File: config.mk
export PLATFORM = sky130hd
export DESIGN_NAME = ssd1331_spi_tx_flat
export DESIGN_NICKNAME = d
export VERILOG_FILES = /design/src/rtl/ssd1331_spi_tx_if.sv /design/src/rtl/ssd1331_spi_tx.sv /design/src/flat_wrapper.sv
export SDC_FILE = /design/constraint.sdc
export NUM_CORES = 1
export LEC_CHECK = 0
export BUFFER_PORTS_ARGS = -buffer_cell sky130_fd_sc_hd__buf_4
export CAP_MARGIN = 20
export CORE_MARGIN = 1.5
export CORE_UTILIZATION = 59
export CTS_BUF_LIST = sky130_fd_sc_hd__clkbuf_8
export DETAILED_ROUTE_END_ITERATION = 12
export PLACE_DENSITY = 0.92
export SYNTH_ARGS = -nofsm -noshare
export SYNTH_HDL_FRONTEND = slang
export SYNTH_SLANG_ARGS = --single-unit
File: constraint.sdc
create_clock -name clk -period 2.6 [get_ports clk]
set_clock_uncertainty 0.15 [all_clocks]
set_input_delay 0.78 -clock clk [delete_from_list [all_inputs] [get_ports clk]]
set_output_delay 0.78 -clock clk [all_outputs]
set_load 0.01 [all_outputs]
File: src/rtl/ssd1331_spi_tx_if.sv
// Command-side handshake between the OLED init/command FSMs and the SSD1331 SPI transmitter.
interface ssd1331_spi_tx_if;
    logic [7:0] spi_data;
    logic       spi_start;
    logic       dc_in;
    logic       spi_done;
    logic       busy;

    modport master (
        output spi_data,
        output spi_start,
        output dc_in,
        input  spi_done,
        input  busy
    );

    modport slave (
        input  spi_data,
        input  spi_start,
        input  dc_in,
        output spi_done,
        output busy
    );
endinterface

File: src/rtl/ssd1331_spi_tx.sv
// Write-only SPI mode-3 byte transmitter for the SSD1331 OLED: one MSB-first byte per CS# frame.
module ssd1331_spi_tx #(
    parameter int CLK_DIV  = 8,
    parameter int CS_SETUP = 2,
    parameter int CS_HOLD  = 2
) (
    input  logic              clk,
    input  logic              rst_n,
    ssd1331_spi_tx_if.slave   bus,
    output logic              sclk,
    output logic              mosi,
    output logic              cs_n,
    output logic              dc_out
);

    localparam int DW     = $clog2(CLK_DIV) + 1;
    localparam int CS_MAX = (CS_SETUP > CS_HOLD) ? CS_SETUP : CS_HOLD;
    localparam int CW     = $clog2(CS_MAX) + 1;

    localparam logic [DW-1:0] DIV_LAST   = DW'(CLK_DIV - 1);
    localparam logic [CW-1:0] SETUP_LAST = CW'(CS_SETUP - 1);
    localparam logic [CW-1:0] HOLD_LAST  = CW'(CS_HOLD - 1);

    typedef enum logic [1:0] {
        IDLE  = 2'd0,
        SETUP = 2'd1,
        SHIFT = 2'd2,
        HOLD  = 2'd3
    } state_t;

    state_t          state_q, state_d;
    logic [6:0]      shift_q, shift_d;
    logic [2:0]      bit_cnt_q, bit_cnt_d;
    logic [DW-1:0]   div_cnt_q, div_cnt_d;
    logic [CW-1:0]   cs_cnt_q, cs_cnt_d;
    logic            sclk_q, sclk_d;
    logic            mosi_q, mosi_d;
    logic            cs_n_q, cs_n_d;
    logic            dc_q, dc_d;
    logic            done_q, done_d;
    logic            busy_q, busy_d;

    // Next-state and next-output computation for the frame sequencer.
    always_comb begin
        state_d   = state_q;
        shift_d   = shift_q;
        bit_cnt_d = bit_cnt_q;
        div_cnt_d = div_cnt_q;
        cs_cnt_d  = cs_cnt_q;
        sclk_d    = sclk_q;
        mosi_d    = mosi_q;
        cs_n_d    = cs_n_q;
        dc_d      = dc_q;
        done_d    = 1'b0;
        busy_d    = busy_q;

        case (state_q)
            IDLE: begin
                if (bus.spi_start) begin
                    // MSB goes straight to the pin; the remaining seven bits wait in shift_q.
                    shift_d   = bus.spi_data[6:0];
                    mosi_d    = bus.spi_data[7];
                    dc_d      = bus.dc_in;
                    cs_n_d    = 1'b0;
                    busy_d    = 1'b1;
                    cs_cnt_d  = {CW{1'b0}};
                    bit_cnt_d = 3'd0;
                    state_d   = SETUP;
                end else begin
                    state_d   = IDLE;
                end
            end
            SETUP: begin
                if (cs_cnt_q == SETUP_LAST) begin
                    cs_cnt_d  = {CW{1'b0}};
                    div_cnt_d = {DW{1'b0}};
                    sclk_d    = 1'b0;
                    state_d   = SHIFT;
                end else begin
                    cs_cnt_d  = cs_cnt_q + CW'(1);
                end
            end
            SHIFT: begin
                if (div_cnt_q == DIV_LAST) begin
                    div_cnt_d = {DW{1'b0}};
                    if (!sclk_q) begin
                        sclk_d = 1'b1;
                    end else if (bit_cnt_q == 3'd7) begin
                        // Last bit stays on MOSI through the CS# hold time.
                        bit_cnt_d = 3'd0;
                        cs_cnt_d  = {CW{1'b0}};
                        state_d   = HOLD;
                    end else begin
                        bit_cnt_d = bit_cnt_q + 3'd1;
                        mosi_d    = shift_q[6];
                        shift_d   = {shift_q[5:0], 1'b0};
                        sclk_d    = 1'b0;
                    end
                end else begin
                    div_cnt_d = div_cnt_q + DW'(1);
                end
            end
            HOLD: begin
                if (cs_cnt_q == HOLD_LAST) begin
                    cs_cnt_d = {CW{1'b0}};
                    cs_n_d   = 1'b1;
                    busy_d   = 1'b0;
                    done_d   = 1'b1;
                    mosi_d   = 1'b0;
                    state_d  = IDLE;
                end else begin
                    cs_cnt_d = cs_cnt_q + CW'(1);
                end
            end
            default: begin
                state_d = IDLE;
                sclk_d  = 1'b1;
                mosi_d  = 1'b0;
                cs_n_d  = 1'b1;
                busy_d  = 1'b0;
            end
        endcase
    end

    // State and output registers; reset abandons any byte in flight.
    always_ff @(posedge clk or negedge rst_n) begin
        if (!rst_n) begin
            state_q   <= IDLE;
            shift_q   <= 7'd0;
            bit_cnt_q <= 3'd0;
            div_cnt_q <= {DW{1'b0}};
            cs_cnt_q  <= {CW{1'b0}};
            sclk_q    <= 1'b1;
            mosi_q    <= 1'b0;
            cs_n_q    <= 1'b1;
            dc_q      <= 1'b0;
            done_q    <= 1'b0;
            busy_q    <= 1'b0;
        end else begin
            state_q   <= state_d;
            shift_q   <= shift_d;
            bit_cnt_q <= bit_cnt_d;
            div_cnt_q <= div_cnt_d;
            cs_cnt_q  <= cs_cnt_d;
            sclk_q    <= sclk_d;
            mosi_q    <= mosi_d;
            cs_n_q    <= cs_n_d;
            dc_q      <= dc_d;
            done_q    <= done_d;
            busy_q    <= busy_d;
        end
    end

    assign sclk         = sclk_q;
    assign mosi         = mosi_q;
    assign cs_n         = cs_n_q;
    assign dc_out       = dc_q;
    assign bus.spi_done = done_q;
    assign bus.busy     = busy_q;

endmodule
File: src/flat_wrapper.sv
// flat-port wrapper written by rule: the top's interface ports become plain ports
module ssd1331_spi_tx_flat 
#(
    parameter int CLK_DIV  = 8,
    parameter int CS_SETUP = 2,
    parameter int CS_HOLD  = 2
)
  (clk, rst_n, sclk, mosi, cs_n, dc_out, bus_spi_data, bus_spi_start, bus_dc_in, bus_spi_done, bus_busy);
  ssd1331_spi_tx_if bus_i ();
  input  logic clk;
  input  logic rst_n;
  output logic sclk;
  output logic mosi;
  output logic cs_n;
  output logic dc_out;
  input wire logic [$bits(bus_i.spi_data)-1:0] bus_spi_data;
  input wire logic [$bits(bus_i.spi_start)-1:0] bus_spi_start;
  input wire logic [$bits(bus_i.dc_in)-1:0] bus_dc_in;
  output wire logic [$bits(bus_i.spi_done)-1:0] bus_spi_done;
  output wire logic [$bits(bus_i.busy)-1:0] bus_busy;
  assign bus_i.spi_data = bus_spi_data;
  assign bus_i.spi_start = bus_spi_start;
  assign bus_i.dc_in = bus_dc_in;
  assign bus_spi_done = bus_i.spi_done;
  assign bus_busy = bus_i.busy;
  ssd1331_spi_tx #(.CLK_DIV(CLK_DIV), .CS_SETUP(CS_SETUP), .CS_HOLD(CS_HOLD)) u_core (.clk(clk), .rst_n(rst_n), .bus(bus_i), .sclk(sclk), .mosi(mosi), .cs_n(cs_n), .dc_out(dc_out));
endmodule
Word level (Yosys, flattened, before mapping)

Cells that the tools add are included.

Flip-flop bits (word level): 24
Input port bits: 12
Output and inout port bits: 6
Logic and storage cells: 85

Add/sub/neg operators: 3
Equality and inequality tests: 13
Muxes and demuxes: 43
Reduce and logical (&&, ||, !) cells: 15

Operators with widths:

| kind                                                                    | number |
|---|---|
| 7-bit 2-to-1 mux                                                        | 4 |
| 2-bit 2-to-1 mux                                                        | 10 |
| 1-bit 2-to-1 mux                                                        | 14 |
| 7-bit case mux with 2 select lines                                      | 1 |
| 3-bit 2-to-1 mux                                                        | 4 |
| 2-bit by 1-bit inequality test with 1-bit output, second input constant | 5 |
| 5-bit AND reduction                                                     | 2 |
| 4-bit 2-to-1 mux                                                        | 2 |
| 2-bit case mux with 4 select lines                                      | 1 |
| 4-bit case mux with 2 select lines                                      | 1 |
| 4-bit AND reduction                                                     | 2 |
| 1-bit case mux with 2 select lines                                      | 3 |
| 2-bit case mux with 3 select lines                                      | 1 |
| 3-bit case mux with 2 select lines                                      | 1 |
| 3-bit AND reduction                                                     | 2 |
| 6-bit AND reduction                                                     | 1 |
| 2-bit nonzero test                                                      | 3 |
| 4-bit by 1-bit adder with 4-bit output, second input constant           | 1 |
| 2-bit by 1-bit equality test with 1-bit output, second input constant   | 2 |
| 2-bit equality test, second input constant                              | 2 |
| 4-bit by 3-bit equality test with 1-bit output, second input constant   | 1 |
| 2-bit inequality test, second input constant                            | 2 |
| 2-bit AND reduction                                                     | 2 |
| 3-bit by 1-bit adder with 3-bit output, second input constant           | 1 |
| other kinds (6)                                                         | 6 |

Logic depth before layout (Yosys ltp)

Gate-level depths: netlist of run 1.

Depth in word-level cells: 5
Mapped depth: 8
Gate-level depth less buffers: 6

Least setup slack after synthesis of run 1

Ideal clock, no wire load.

Path kind: register to register
From: register u_core.state_q[0]
To: register u_core.shift_q[6]
Arrival: 1723 ps
Path slack: 649 ps
Cell stages (with the launch flop): 9
Path buffers: 2
Clock period less this slack: 1951 ps
Cell sequence: dfrtp_1 -> inv_1 -> ha_1 -> buf_2 -> mux2i_1 -> a2111oi_4 -> buf_6 -> nor2_1 -> a21oi_1

Cells in the longest elaborated chain, start to end: 3
Elaborated cells on any way between the ends: 9
Classes of those cells: 5 x eq/ne; 1 x mux; 3 x reduce/logical

Ends and longest elaborated chain:

| what                                                           | RTL line              | source |
|---|---|---|
| start, declared                                                | ssd1331_spi_tx.sv:31  | `state_t state_q, state_d;` |
| start signal, assigned                                         | ssd1331_spi_tx.sv:140 | `state_q <= state_d;` |
| 2-bit equality test or 2-bit logical NOT (tied branches)       | ssd1331_spi_tx.sv:57  | `case (state_q)` |
| 2-bit inequality test (no source line) (tied with other cells) | --                    |  |
| 5-bit AND reduction (no source line)                           | --                    |  |
| end signal, assigned                                           | ssd1331_spi_tx.sv:141 | `shift_q <= shift_d;` |
| end, declared                                                  | ssd1331_spi_tx.sv:32  | `logic [6:0] shift_q, shift_d;` |

Several ways; a longest one is shown, not always the timed one.
A chain may end at the register's enable or synchronous reset.

Final worst setup path of run 1

Ends and elaborated chain as after synthesis.

==> run metrics, run 1 <==
crit end category=flop; Design Power=608 uW; critical path type=flop to flop; Max Cap Viol=0; VDD IR-drop max=0.291 mV; ys flop type=dfrtp_1; area post-placement=1510 um^2; H-tree levels=1; Final Max Slew Viols=0; synth top area cells=dfrtp_1, ha_1, mux2i_1; clk slew on worst S/H paths=0.08 ns; number of global-route vias before repair=1,048; CTS sink cnt=24; drt wl/cell=15.0 um; Post-CTS Hold Fix Bufs=0; clk buf depth=2; nets=174; placed wire-length estimate=1.95 mm; DIE HEIGHT=50.9 um; initial DRC count=26; Port Buffers=17; Setup TNS Final=0 ns; Lkg Pwr=0.000808 uW; Post-synth ARST share=1.00; status=completed; CP Data Arrival Time=2.44 ns; cell area power density=393 nW/um^2; Final setup violation count=0; number of synthesized flops with an enable pin=0; logic gate share of total power=0.037; first-pass GRT wire length=4.75 mm; die area=2590 um^2; largest net degree at the start of global routing=25; sequential area share after synthesis=0.446; Psw=120 uW; number of diodes=0; Netlist cell types=31; Syn. warnings=0; most area-hungry cell type in the Yosys netlist=dfrtp_1; Clock Power Share=0.350; final routed DRC violation total=0; layout cells sized above 1=0.187; Data required, critical path=2.64 ns; CP max-delay cell=a2111oi_4; Core ar.=2190 um^2; Synth top cells by count=dfrtp_1, nor2_1, a21oi_1; GRT Util Overall=0.248; clock root buffer=clkbuf_8; Critical Path Start Type=flop; Sw Share=0.197; fin area=1550 um^2; Internal=488 uW; Final Hold Vio Count=0; Via density=5.98; Mapped Cells=132; Pre-antenna DRT Iters=4; Slew @ Worst Pin=0.728 ns; die extent in x=50.9 um; Finished Core Util=0.706; Synth top area share=0.407; shortest period the worst path allows=2.40 ns; Max-slew headroom=0.515; Initial Util=0.617; Worst Hold Class=input port to asynchronous set/reset pin; initial antenna violation count=0; worst path bufs/invs=2; Syn Nets=154; dpl cells=175; Max stage delay on crit path=0.73 ns; Cell Area, Synth=1350 um^2; Layout area overhead=14.3%; grt ovf=0; total number of vias=1,065; #FFs+latches synth=24; gpl congestion=0.815; DRT Wirelength=2.68 mm; Post-CTS Setup Bufs=0; most frequent cell after synthesis=dfrtp_1; final cell count without fillers=178; crit-path cells=inv_1 > ha_1 > buf_4 > mux2i_1 > a2111oi_4 > nor2_1 > a21oi_1; Tcrit/Tclk final=0.922; Clock Latency Late Sink=0.26 ns; achievable frequency=417 MHz; crit-path leading delay family=compound AO/OA/AOI/OAI gates; worst-path fanout max=14; syn avg cell area=10.2 um^2; CTS Buf Count=3; I/O pin count=18; Reg power frac=0.614; Final ANT Viol Nets=0; RSZ-0062 raised after global routing=false; Rows=17; CTS tree=yes; CTS resizes=0
-- worst paths after layout --
path                                      from                  end  slack [ns]  depth (start not counted)
hold / removal                           rst_n  u_core.div_cnt_q[0]        0.24                          1
max in group asynchronous                rst_n          u_core.cs_n        1.77                          1
hold reg to reg            u_core.div_cnt_q[3]  u_core.div_cnt_q[3]        0.36                          1
setup reg to reg             u_core.state_q[0]    u_core.shift_q[6]        0.20                          7
setup / recovery             u_core.state_q[0]    u_core.shift_q[6]        0.20                          7
min in group clk           u_core.div_cnt_q[3]  u_core.div_cnt_q[3]        0.36                          1
-- state kept, by name, summed over array words and instances (netlist names) --
signal               cells
u_core.bit_cnt_q         3
u_core.bus.busy          1
u_core.bus.spi_done      1
u_core.cs_cnt_q          2
u_core.cs_n              1
u_core.dc_out            1
u_core.div_cnt_q         4
u_core.mosi              1
u_core.sclk              1
u_core.shift_q           7
u_core.state_q           2
-- cell families (layout without fill, tap and decap cells) --
| family | count (synthesis) | after routing | synth area share |
|---|---|---|---|
| simple gates | 40 | 40 | 0.147 |
| compound gates | 37 | 37 | 0.191 |
| flops | 24 | 24 | 0.446 |
| mux | 12 | 12 | 0.0916 |
| fa+ha+maj | 10 | 10 | 0.0925 |
| buf+inv | 9 | 27 | 0.0324 |
-- stage by stage --
stage | hold slack [ns] | worst slack [ns]
global route | 0.274 | 0.0113
floorplan | 0.302 | 0.649
detailed placement | 0.343 | 0.245
global placement | 0.333 | 0.439
finish | 0.245 | 0.202
CTS | 0.255 | 0.199
-- layout make-up --
class                   instances  area [um^2]
repair buffers                 19          143
fillers                       156          644
well taps                      28         35.0
flip-flops and latches         24          603
clock buffers                   3         41.3
inverters                       5         18.8
multi-input cells              99          706
-- layout by cell type, fill, tap and decap left out, drive strengths merged --
| cell | n |
|---|---|
| dfrtp | 22 |
| buf | 19 |
| nor2 | 17 |
| a21oi | 14 |
| ha | 10 |
| mux2i | 9 |
| o21ai | 7 |
| inv | 5 |
| nand2 | 5 |
| and2 | 4 |
| a22o | 4 |
| nor2b | 3 |
| mux2 | 3 |
| nand3 | 3 |
| clkbuf | 3 |
| nand3b | 2 |
| a221oi | 2 |
| nand4b | 2 |
| nand2b | 2 |
| a31oi | 2 |
| a21o | 2 |
| dfstp | 2 |
| a2111oi | 1 |
| o41ai | 1 |
| a41o | 1 |
| a32o | 1 |
| nor3 | 1 |
| a211oi | 1 |
| nor3b | 1 |
| a41oi | 1 |
-- power groups by stage --
stage | clock network (uW) | registers (uW) | logic, uW
after global placement | 0 | 380 | 21.9
after detailed placement | 0 | 380 | 22.6
after floorplan | 0 | 380 | 1.68
after CTS | 219 | 373 | 22.8
final | 213 | 373 | 22.2
after global routing | 230 | 373 | 25.7
-- per-layer routing --
metal  GRT usage  wire (um)  share of wire
met5           0          0              0
met4       0.140         55          0.021
met3      0.0322        136          0.051
met2       0.397       1280           0.48
met1       0.326       1200           0.45
Note: power is estimated with default switching activity, not from simulation.
==> inputs of run 2 (changes only) <==
--- a/config.mk
+++ b/config.mk
@@ -7,11 +7,15 @@
 export LEC_CHECK = 0
 export BUFFER_PORTS_ARGS = -buffer_cell sky130_fd_sc_hd__buf_4
 export CAP_MARGIN = 20
+export CELL_PAD_IN_SITES_DETAIL_PLACEMENT = 2
+export CELL_PAD_IN_SITES_GLOBAL_PLACEMENT = 2
+export CORE_ASPECT_RATIO = 2
 export CORE_MARGIN = 1.5
-export CORE_UTILIZATION = 59
+export CORE_UTILIZATION = 38
 export CTS_BUF_LIST = sky130_fd_sc_hd__clkbuf_8
 export DETAILED_ROUTE_END_ITERATION = 12
 export PLACE_DENSITY = 0.92
 export SYNTH_ARGS = -nofsm -noshare
 export SYNTH_HDL_FRONTEND = slang
 export SYNTH_SLANG_ARGS = --single-unit
+export TNS_END_PERCENT = 10
==> run 2 against run 1 <==
Compared with the run above:
- non-clock buffer count up 4
- clock power rose by 23%
- global-route usage fell by 2.1 points
- critical path type unchanged
==> run metrics, run 2 (same netlist as run 1, synthesis figures left out) <==
Critical Path Start Type=flop; layout cells sized above 1=0.213 (+0.0262); Final Hold Slack=0.242 ns (-0.00249 ns); Pre-antenna DRT Iters=4 (unchanged); clk buf depth=2 (unchanged); multi-input logic area=706 um^2 (unchanged); r2r setup slk=0.21 ns (about the same); crit end category=flop; clock root buffer=clkbuf_8; Tcrit/Tclk final=0.921 (-0.00144); worst-path fanout max=18 (+4); total number of vias=1,123 (+5.4%); Max Cap Viol=0 (unchanged); Setup TNS Final=0 ns (unchanged); CTS tree=yes; Layout area overhead=18.9%; die extent in x=45.2 um (-11%); die area=3950 um^2 (+52%); DIE HEIGHT=87.4 um (+72%); Port Buffers=17 (unchanged); gpl congestion=0.781 (-4.2%); RSZ-0062 raised after global routing=false; Data required, critical path=2.64 ns (about the same); GRT Util Overall=0.227 (-0.0214); Clock Power Share=0.398 (+0.048); Fill cells=356 (+130%); Finished Core Util=0.476 (-0.230); DRT Wirelength=4.00 mm (+50%); Core ar.=3380 um^2 (+54%); logic gate share of total power=0.035 (-0.002); number of flip-flops in the largest register=7 (unchanged); drt wl/cell=21.4 um (+42%); CTS Buf Count=3 (unchanged); number of global-route vias before repair=1,326 (+27%); grt ovf=0 (unchanged); final routed DRC violation total=0 (unchanged); Final Max Slew Viols=0 (unchanged); Psw=138 uW (+15%); Rows=30 (+13); achievable frequency=418 MHz (+0.16%); RR Endpoint=u_core.shift_q[1]; register area=603 um^2 (unchanged); clk slew on worst S/H paths=0.09 ns (about the same); Initial Util=0.400 (-0.217); Internal=520 uW (+6.6%); shortest period the worst path allows=2.39 ns (-0.00374 ns); Clock Latency Late Sink=0.27 ns (about the same); Post-CTS Hold Fix Bufs=0 (unchanged); Final setup violation count=0 (unchanged); cell area power density=409 nW/um^2 (+4.1%); CP Data Arrival Time=2.44 ns (about the same); Sw Share=0.209 (+0.0121); H-tree levels=1 (unchanged); initial DRC count=5 (-81%); commonest cells after routing, fill and taps aside=buf_4, dfrtp_1, nor2_1; VDD IR-drop max=0.307 mV (+5.4%); I/O pin count=18 (unchanged); Lkg Pwr=0.000838 uW (+3.8%); nets=178 (+2.3%); biggest regs=u_core.shift_q: 7 flops, u_core.div_cnt_q: 4 flops, u_core.bit_cnt_q: 3 flops; Via density=6.01 (+0.37%); Max-slew headroom=0.658 (+0.143); Worst Hold Class=input port to asynchronous set/reset pin; Reg power frac=0.567 (-0.047); Top reg by flops=u_core.shift_q; status=completed; number of diodes=0 (unchanged); initial antenna violation count=0 (unchanged); r2r startpoint=u_core.state_q[0]; CTS resizes=0 (unchanged); Post-CTS Setup Bufs=0 (unchanged); Final ANT Viol Nets=0 (unchanged); CTS sink cnt=24 (unchanged); critical path type=flop to flop; Register-to-Register Path Depth=8 (+1); largest net degree at the start of global routing=25 (unchanged); Final Hold Vio Count=0 (unchanged); placed wire-length estimate=2.91 mm (+49%); Slew @ Worst Pin=0.513 ns (-0.215 ns); first-pass GRT wire length=6.42 mm (+35%)
## run 2: final cells by class
cell class,count,area share
inverter,5,0.0117
timing repair buffer,23,0.115
tap,32,0.0249
sequential,24,0.375
multi-input combinational,99,0.439
clock buffer,4,0.0342
## run 2: worst max-delay path by stage
stage / startpoint / to / slack, ns
global route: u_core.state_q[0] / u_core.shift_q[1] / 0.06
finish: u_core.state_q[0] / u_core.shift_q[1] / 0.21
CTS: u_core.state_q[0] / u_core.shift_q[6] / 0.14
floorplan: u_core.state_q[0] / u_core.shift_q[6] / 0.65
detailed placement: u_core.state_q[0] / u_core.shift_q[6] / 0.24
global placement: u_core.state_q[0] / u_core.shift_q[6] / 0.43
## run 2: per-stage QoR
stage	setup WS (ns)	total power [uW]	cells	cell area, um^2
6_report	0.206	658	187	1610
2_1_floorplan	0.649	382	132	1350
4_1_cts	0.138	667	184	1590
5_1_grt	0.0624	675	187	1610
3_3_place_gp	0.434	403	180	1530
3_5_place_dp	0.240	404	180	1530
## run 2: power by group through the flow
stage	sequential (uW)	combinational [uW]	clock [uW]
after CTS	373	23.7	270
final	373	22.9	262
after detailed placement	380	23.4	0
after floorplan	380	1.68	0
after global routing	373	25.6	277
after global placement	380	22.3	0
## run 2: critical path, cell delays in order, from the launching register on
cell and delay (ns):
dfrtp_1 0.44, inv_1 0.15, ha_1 0.34, buf_12 0.20, and2_1 0.16, a2111oi_4 0.47
buf_4 0.20, nor2_1 0.04, a21oi_1 0.16
## run 2: metal layers
layer	share of wire	track usage	vias to the layer above	wire length, um
met5	0	0	-	0
met4	0.030	0.0802	0	121
met3	0.018	0.0249	10	74
met2	0.61	0.438	19	2450
met1	0.34	0.232	570	1360
li1	-	-	524	-
==> inputs of run 3 (changes only) <==
--- a/config.mk
+++ b/config.mk
@@ -5,7 +5,7 @@
 export SDC_FILE = /design/constraint.sdc
 export NUM_CORES = 1
 export LEC_CHECK = 0
-export BUFFER_PORTS_ARGS = -buffer_cell sky130_fd_sc_hd__buf_4
+export BUFFER_PORTS_ARGS = -buffer_cell sky130_fd_sc_hd__buf_2
 export CAP_MARGIN = 20
 export CELL_PAD_IN_SITES_DETAIL_PLACEMENT = 2
 export CELL_PAD_IN_SITES_GLOBAL_PLACEMENT = 2
==> run 3 against run 2 <==
Compared with the run above:
- sequential power barely moved
- clock power rose by 25%
- non-clock buffer count fell by 2
- sequential cell count did not move
- die area did not move
- critical path depth did not move
- via count fell by 2.0%
- combinational power fell by 23%
- register-to-register slack got worse by 0.04 ns
- sequential share of layout area rose by 1.3 points
- design area fell by 3.3%
- cell count fell by 1.1%
- critical path type unchanged
- largest cell class unchanged
- largest power group unchanged
- highest routed layer unchanged
==> run metrics, run 3 (same netlist as run 1, synthesis figures left out) <==
crit end category=flop; crit-path leading delay family=compound AO/OA/AOI/OAI gates; GRT Util Overall=0.219 (-0.00735); Max Cap Viol=0 (unchanged); Slew @ Worst Pin=0.555 ns (+0.0420 ns); most common cell after layout, fill and taps aside=dfrtp_1; Initial Util=0.400 (unchanged); die area=3950 um^2 (unchanged); total number of vias=1,101 (-2.0%); shortest period the worst path allows=2.43 ns (+0.0363 ns); Port Buffers=17 (unchanged); CP max-delay cell=a2111oi_4; worst-path fanout max=9 (-9); placed wire-length estimate=3.01 mm (+3.3%); DRT Wirelength=3.63 mm (-9.3%); number of global-route vias before repair=1,284 (-3.2%); Max stage delay on crit path=0.52 ns (+0.05 ns); CTS Buf Count=3 (unchanged); Design Power=718 uW (+9.2%); Core ar.=3380 um^2 (unchanged); cell area power density=462 nW/um^2 (+13%); RSZ-0062 raised after global routing=false; crit-path cells=inv_1 > ha_1 > buf_4 > and2_1 > a2111oi_4 > buf_4 > nor2_1 > a21oi_1; clk buf depth=2 (unchanged); Layout area overhead=14.9%; status=completed; number of diodes=0 (unchanged); nets=176 (-1.1%); Data required, critical path=2.65 ns (about the same); clock root buffer=clkbuf_8; H-tree levels=1 (unchanged); CTS tree=yes; Via density=5.95 (-0.90%); biggest regs=u_core.shift_q: 7 flops, u_core.div_cnt_q: 4 flops, u_core.bit_cnt_q: 3 flops; CTS sink cnt=24 (unchanged); Pre-antenna DRT Iters=3 (-1); Post-CTS Setup Bufs=0 (unchanged); Max-slew headroom=0.630 (-0.0280); layout cells sized above 1=0.203 (-0.0103); commonest cells after routing, fill and taps aside=dfrtp_1, nor2_1, buf_2; Final Max Slew Viols=0 (unchanged); final routed DRC violation total=0 (unchanged); drt wl/cell=19.6 um (-8.4%); Final Hold Vio Count=0 (unchanged); grt ovf=0 (unchanged); most used cell, CP=buf_4; Post-CTS Hold Fix Bufs=0 (unchanged); DIE HEIGHT=87.4 um (unchanged); Top reg by flops=u_core.shift_q; Rows=30 (unchanged); largest net degree at the start of global routing=25 (unchanged); I/O pin count=18 (unchanged); number of flip-flops in the largest register=7 (unchanged); initial DRC count=18 (+13); Final setup violation count=0 (unchanged); Tcrit/Tclk final=0.935 (+0.0140); clk slew on worst S/H paths=0.09 ns (about the same); gpl congestion=0.786 (+0.64%); critical path type=flop to flop; VDD IR-drop max=0.375 mV (+22%); CTS resizes=0 (unchanged); first-pass GRT wire length=6.23 mm (-2.9%); Critical Path Start Type=flop; Final ANT Viol Nets=0 (unchanged); achievable frequency=411 MHz (-1.5%); Worst Hold Class=input port to asynchronous set/reset pin; Clock Latency Late Sink=0.27 ns (about the same); CP Data Arrival Time=2.48 ns (+0.04 ns); Setup TNS Final=0 ns (unchanged); initial antenna violation count=0 (unchanged); die extent in x=45.2 um (unchanged); Lkg Pwr=0.000819 uW (-2.2%); worst path bufs/invs=3 (unchanged)
-- run 3: where the power goes --
part,internal [uW],switching [uW],total [uW],leakage [uW]
clock network,206,122,327,0.0000357
logic,6.89,10.8,17.7,0.000489
registers,373,0,373,0.000295
total,586,132,718,0.000819
-- run 3: per-layer routing --
layer	part of all wire	global-route usage
met5	0	0
met4	0.045	0.118
met2	0.61	0.414
met3	0.016	0.0187
met1	0.32	0.217
-- run 3: metrics by stage --
stage                     hold WS (ns)  setup slack (ns)  area [um^2]   util  instances
after detailed placement         0.343             0.158         1480  0.439        181
after global routing             0.367            0.0294         1550  0.460        185
final                            0.324             0.169         1550  0.460        185
after floorplan                  0.302             0.649         1350      -        132
after CTS                        0.342             0.121         1550  0.460        185
after global placement           0.329             0.402         1480  0.439        181
-- run 3: path summary, 6_finish.rpt --
kind	from	endpoint	slack, ns	cells after the start
worst max-delay path	u_core.state_q[0]	u_core.shift_q[5]	0.17	8
worst min-delay path	rst_n	u_core.mosi	0.32	1
max in group asynchronous	rst_n	u_core.cs_n	1.59	1
min in group clk	u_core.div_cnt_q[3]	u_core.div_cnt_q[3]	0.36	1
worst min register to register	u_core.div_cnt_q[3]	u_core.div_cnt_q[3]	0.36	1
worst max register to register	u_core.state_q[0]	u_core.shift_q[5]	0.17	8
-- run 3: area by class of cell --
type,instances,area (um^2)
Clock buffer,3,41.3
Clock inverter,1,30.0
Fill cell,371,1820
Inverter,5,18.8
Multi-Input combinational cell,99,706
Sequential cell,24,603
Tap cell,32,40.0
Timing Repair Buffer,21,115
-- run 3: worst register-to-register path, cell delays in order (launching register included) --
cell	delay, ns
dfrtp_1	0.43
inv_1	0.14
ha_1	0.30
buf_4	0.20
and2_1	0.17
a2111oi_4	0.52
buf_4	0.25
nor2_1	0.06
a21oi_1	0.14
